## src/rtl/trb_mem_arbiter.sv

```systemverilog
// trb_mem_arbiter: single-port trace memory with alternating read/write turns.
// Define TRB_MEM_OUTREG_EN to add an output register (read latency 2 instead of 1).
module trb_mem_arbiter #(
  parameter int TRB_WIDTH = 32,
  parameter int TRB_ADDR_WIDTH = 5,
  parameter int REJ_CNT_WIDTH = 8
) (
  input  logic                      CLK_I,
  input  logic                      RST_I,
  output logic                      RW_TURN_O,
  input  logic                      WRITE_I,
  output logic                      WRITE_ALLOW_O,
  output logic                      READ_ALLOW_O,
  input  logic [TRB_ADDR_WIDTH-1:0] WRITE_PTR_I,
  input  logic [TRB_WIDTH-1:0]      DMEM_I,
  input  logic [TRB_ADDR_WIDTH-1:0] READ_PTR_I,
  output logic [TRB_WIDTH-1:0]      DMEM_O,
  output logic                      DMEM_VALID_O,
  output logic [TRB_ADDR_WIDTH-1:0] FILL_O,
  output logic [REJ_CNT_WIDTH-1:0]  REJECT_CNT_O
);
  localparam int DEPTH = 1 << TRB_ADDR_WIDTH;
  logic [TRB_WIDTH-1:0] mem [DEPTH];
  logic [TRB_WIDTH-1:0] rd_data;
  logic rd_valid;
  logic do_wr;
  logic do_rd;
  logic rej;
  logic [TRB_ADDR_WIDTH-1:0] wp_inc;
  assign wp_inc = WRITE_PTR_I + TRB_ADDR_WIDTH'(1);
  assign do_wr  = RW_TURN_O & WRITE_I & WRITE_ALLOW_O & ~RST_I;
  assign rej    = RW_TURN_O & WRITE_I & ~WRITE_ALLOW_O;
  assign do_rd  = ~RW_TURN_O & READ_ALLOW_O;
  // Memory array: written only on permitted write turns, never reset
  always_ff @(posedge CLK_I)
    if (do_wr) mem[WRITE_PTR_I] <= DMEM_I;
  // Turn toggle, registered allow/fill flags, reject counter and read port
  always_ff @(posedge CLK_I)
    if (RST_I) begin
      RW_TURN_O     <= 1'b0;
      WRITE_ALLOW_O <= 1'b0;
      READ_ALLOW_O  <= 1'b0;
      FILL_O        <= '0;
      REJECT_CNT_O  <= '0;
      rd_valid      <= 1'b0;
      rd_data       <= '0;
    end else begin
      RW_TURN_O     <= ~RW_TURN_O;
      WRITE_ALLOW_O <= wp_inc != READ_PTR_I;
      READ_ALLOW_O  <= WRITE_PTR_I != READ_PTR_I;
      FILL_O        <= WRITE_PTR_I - READ_PTR_I;
      if (rej && ~&REJECT_CNT_O) REJECT_CNT_O <= REJECT_CNT_O + REJ_CNT_WIDTH'(1);
      rd_valid <= do_rd;
      if (do_rd) rd_data <= mem[READ_PTR_I];
    end
`ifdef TRB_MEM_OUTREG_EN
  // Extra output stage: data and valid delayed together by one cycle
  always_ff @(posedge CLK_I)
    if (RST_I) begin
      DMEM_O       <= '0;
      DMEM_VALID_O <= 1'b0;
    end else begin
      DMEM_VALID_O <= rd_valid;
      if (rd_valid) DMEM_O <= rd_data;
    end
`else
  assign DMEM_O       = rd_data;
  assign DMEM_VALID_O = rd_valid;
`endif
endmodule

```

## config.mk

```make
export PLATFORM = sky130hd
export DESIGN_NAME = trb_mem_arbiter
export DESIGN_NICKNAME = d
export VERILOG_FILES = /design/src/rtl/trb_mem_arbiter.sv
export SDC_FILE = /design/constraint.sdc
export NUM_CORES = 1
export LEC_CHECK = 0
export ABC_AREA = 0
export CAP_MARGIN = 20
export CORE_MARGIN = 2
export CORE_UTILIZATION = 45
export DETAILED_ROUTE_END_ITERATION = 6
export GPL_TIMING_DRIVEN = 0
export PLACE_DENSITY = 0.68
export RECOVER_POWER = 25
export SLEW_MARGIN = 20
export SYNTH_ARGS = -nofsm -noshare
export SYNTH_HDL_FRONTEND = slang
export SYNTH_SLANG_ARGS = --single-unit
```

## constraint.sdc

```tcl
create_clock -name CLK_I -period 5 [get_ports CLK_I]
set_clock_uncertainty 0.15 [all_clocks]
set_input_delay 1.5 -clock CLK_I [delete_from_list [all_inputs] [get_ports CLK_I]]
set_output_delay 1.5 -clock CLK_I [all_outputs]
set_load 0.05 [all_outputs]
```

==> reports/summary.md <==
The reported max-cap violation count was 1. Synthesis produced a netlist with a net count of 2392. Relative to the synthesized area, the layout overhead comes to 17.83%.

The floorplan step defined a die boundary enclosing 95330 µm². The run gives 0 as the hold violation count in the final report. The number of ports placed on the die boundary was 94; the total power density per cell area was 386.5 nW/µm². The slew at the pin closest to its max-slew limit was 1.503 ns; the count of unique library cells instantiated by Yosys was 38. The worst endpoint data arrival time was 4.92 ns.

The run gives 0 as the number of buffers added for setup after CTS. The commonest cells after synthesis are sky130_fd_sc_hd__edfxtp_1 (1024), sky130_fd_sc_hd__mux2i_1 (513), sky130_fd_sc_hd__a22oi_1 (256). The number of clock buffers inserted by TritonCTS was 104; the global-route met3 utilization was 4.755%. The proportion of register bits with asynchronous set or reset after synthesis works out to 0%. By area the synthesized netlist is led by sky130_fd_sc_hd__edfxtp_1 (74%), sky130_fd_sc_hd__mux2i_1 (12%), sky130_fd_sc_hd__a22oi_1 (4.6%), sky130_fd_sc_hd__dfxtp_1 (2.3%), sky130_fd_sc_hd__a21oi_1 (1.6%). For the clock latency at the later pin of the worst-skew pair, the log shows 0.68 ns.

The first global-routing pass estimated 166000 µm of wire. TritonCTS built the clock tree. The run gives 111 as the number of standard-cell rows in the floorplan. In the synthesized netlist the dominant register cell turns out to be sky130_fd_sc_hd__edfxtp_1. For the hold buffer count at CTS, the log shows 0. Routed wirelength normalized by instance count: 30.13 µm.

Once the floorplan was initialized, standard cells occupied 45.53% of the core. The fraction of layout cells with a size suffix above 1 is 12.87%. Final critical-path share of the clock period: 91.30%. Layer with the highest usage after global routing: met2. The number of instances resized during post-cts repair is 0. The largest voltage drop on the vdd net was 0.2334 mV; the number of detailed-route iterations in the first pass was 7. The detailed-route vias per instance works out to 6.041. Among all cell types in the netlist, the one instantiated most often is sky130_fd_sc_hd__edfxtp_1. The data required time of the worst path is 5.36 ns. The number of placed instances, taps included, is 3726. The top cell type by area accounts for 73.57% of the synthesized area. Excluding fillers, the count of instances in the completed layout stands at 3924.

For this run, global-route usage on met2 was measured as 40.82%. Summing every instance area after synthesis gives 41790 µm². The worst hold path belongs to the class reg -> reg. Entering global routing, the biggest net connects 33 pins.

In the routed design, unresolved DRC markers number 0. The total leakage power came out at 16.76 nW. STA classifies the critical path startpoint as a primary input.

The x dimension of the die came out at 308.8 µm. The run finished, with violations left. The logs give 0.2191 GHz for the upper clock frequency limit and 6.2% for the combinational cell fraction of total power.

Of all nets on the critical path, the largest fanout is 10. The delay of the slowest critical-path stage was 0.84 ns; the sequential element share of the synthesized area was 75.92%. Headroom to the max-slew limit came out at -0.1738%.

For the share of power burned in registers, the log shows 52.0%. The share of total power dissipated in the clock network is 41.8%. Counting flops and latches in the post-synthesis netlist gives 1073. The first routing iteration left 2997 violations. Measured along the y axis, the die boundary spans 308.8 µm. The floorplan step defined a core boundary enclosing 91800 µm². Via total after detailed routing: 23700.

The critical path in this run is classified as in -> reg. The mean post-synth cell area was 17.88 µm². On the final layout, the worst hold slack is 0.3425 ns.

The final critical-path required period was 4.565 ns; the number of antenna violations at the first check in global routing was 1. The checks that failed: max-capacitance violations, max-slew violations. Net switching is 22.05% of the power.

Setup repair after global routing left no endpoint under its margin. For the clock sink total, the log shows 1073. The total wire length after detailed routing is 118200 µm, and the number of global-route vias before repair is 23430.

Buffers placed on the I/O ports in this run total 92. The congestion estimate from routability-driven global placement came to 0.8228. The slowest stage of the critical path is the sky130_fd_sc_hd__clkbuf_1 cell.

Number of levels in the clock H-tree: 3. The dominant cell type by area after synthesis was sky130_fd_sc_hd__edfxtp_1. The detail route stage leaves a number of antenna-violating nets equal to 0. The HPWL after detailed placement is 77260 µm. In the final timing run, aggregate negative setup slack is 0 ns.

The met1 usage is 31.87%. Internal power comes to 0.01484 W. The synthesis warning total is 0, and the number of synthesized flops with an enable pin is 1024. Clock input transition at the sequential cells of the worst setup and hold paths: 0.06 ns. The tools report the maximum count of clock buffers along a single path as 3.

The signal on the critical path passes through clkdlybuf4s50_1 -> nor2b_1 -> clkbuf_1 -> clkbuf_1 -> a22oi_1 -> a21oi_1 -> or4_1 -> a211oi_2. Endpoint class of the critical path: a flip-flop. The logs give 0 for the count of final setup violators and 24.66% for the global-route usage over all layers.

The aggregate global routing overflow is 0. The most used cell along the critical path was sky130_fd_sc_hd__clkbuf_1. In this run the power spent charging and discharging nets is 0.004197 W. For this run, the post-layout net count is 2645. The instance count of the mapped netlist was 2337; the number of max-slew violations in the final report was 32.

The tree is rooted in a sky130_fd_sc_hd__clkbuf_16.
## state kept, by name (all words and copies together), names as in the netlist
signal / count
mem: 1024
READ_ALLOW_O: 1
WRITE_ALLOW_O: 1
RW_TURN_O: 1
DMEM_VALID_O: 1
FILL_O: 5
DMEM_O: 32
REJECT_CNT_O: 8
## per-stage QoR
| step | utilization, % | total power [W] | area [µm²] | setup WS (ns) |
|---|---|---|---|---|
| floorplan | - | 0.01073 | 41790 | 0.8089 |
| CTS | 53.71 | 0.01910 | 49310 | 0.5180 |
| detailed placement | 49.92 | 0.01127 | 45830 | -0.1712 |
| finish | 53.65 | 0.01904 | 49250 | 0.4351 |
| global route | 53.64 | 0.01949 | 49240 | 0.4734 |
| global placement | 48.22 | 0.01123 | 44270 | -2.144 |
## power by group through the flow
stage / Clock, W / Sequential (W) / Combinational [W]
after floorplan: 0 / 0.0102 / 0.000542
after global placement: 0 / 0.0101 / 0.00114
after detailed placement: 0 / 0.0101 / 0.00117
after CTS: 0.00802 / 0.00990 / 0.00118
after global routing: 0.00836 / 0.00990 / 0.00123
final: 0.00795 / 0.00990 / 0.00118
## kinds of logic (layout without fill, tap and decap cells)
family,count (synthesis),in the layout,share of synthesized area [%]
buf+inv,147,490,2.078
mux,513,513,12.29
other cells,0,1,0
flops,1073,1073,75.92
compound gates,429,429,7.266
xor+xnor,13,13,0.2724
fa+ha+maj,10,10,0.3173
simple gates,152,152,1.859
## layout make-up
class	instances	area, µm²
inverter	6	22.52
clock buffer	136	2805
timing repair buffer	147	2165
tap	1243	1555
fill	6988	42550
buffer	141	854.6
antenna	1	2.502
clock inverter	60	676.9
sequential	1073	31730
multi-input combinational	1117	9435
## worst paths after layout
kind                                     from      endpoint  slack [ns]  cells after the start
worst max-delay path            READ_PTR_I[1]    DMEM_O[24]        0.44                      8
worst min-delay path             READ_ALLOW_O  DMEM_VALID_O        0.34                      1
worst max register to register      RW_TURN_O    mem[0][10]        2.12                      4
worst min register to register   READ_ALLOW_O  DMEM_VALID_O        0.34                      1
## layer usage
metal	wire length (µm)	share of wire, %
met5	0	0
met4	4963	4.2
met3	11200	9.5
met2	57070	48
met1	45010	38
## placed cells by master, fill, tap and decap left out, types with 4 or more instances in the layout
master,Yosys,layout
sky130_fd_sc_hd__inv_1,6,6
sky130_fd_sc_hd__nand4_1,4,4
sky130_fd_sc_hd__clkinv_2,0,18
sky130_fd_sc_hd__clkbuf_2,0,7
sky130_fd_sc_hd__bufinv_16,0,12
sky130_fd_sc_hd__clkdlybuf4s50_1,0,75
sky130_fd_sc_hd__xnor2_1,6,6
sky130_fd_sc_hd__buf_6,21,22
sky130_fd_sc_hd__a21oi_1,133,133
sky130_fd_sc_hd__buf_4,31,31
sky130_fd_sc_hd__buf_12,1,24
sky130_fd_sc_hd__clkinv_8,0,5
sky130_fd_sc_hd__dfxtp_1,49,49
sky130_fd_sc_hd__or4_1,32,32
sky130_fd_sc_hd__a211oi_2,32,32
sky130_fd_sc_hd__edfxtp_1,1024,1024
sky130_fd_sc_hd__xor2_1,7,7
sky130_fd_sc_hd__clkbuf_16,0,106
sky130_fd_sc_hd__clkinvlp_4,0,9
sky130_fd_sc_hd__nor2b_1,4,4
sky130_fd_sc_hd__nor2_4,0,32
sky130_fd_sc_hd__nand2_1,11,11
sky130_fd_sc_hd__mux2i_1,513,513
sky130_fd_sc_hd__a22oi_1,256,256
sky130_fd_sc_hd__buf_1,8,7
sky130_fd_sc_hd__clkinv_1,0,13
sky130_fd_sc_hd__nand3b_1,4,4
sky130_fd_sc_hd__nor2_1,79,47
sky130_fd_sc_hd__clkbuf_1,73,106
sky130_fd_sc_hd__buf_16,0,31
sky130_fd_sc_hd__ha_1,9,9
sky130_fd_sc_hd__dlygate4sd3_1,0,4
sky130_fd_sc_hd__clkbuf_8,0,4
sky130_fd_sc_hd__o21ai_0,5,5
## critical path, delay by kind of cell
kind	cells	cell delay, ns
simple gates	2	0.47
compound gates	3	0.59
buf+inv	3	2.34
Note: power is estimated with default switching activity, not from simulation.
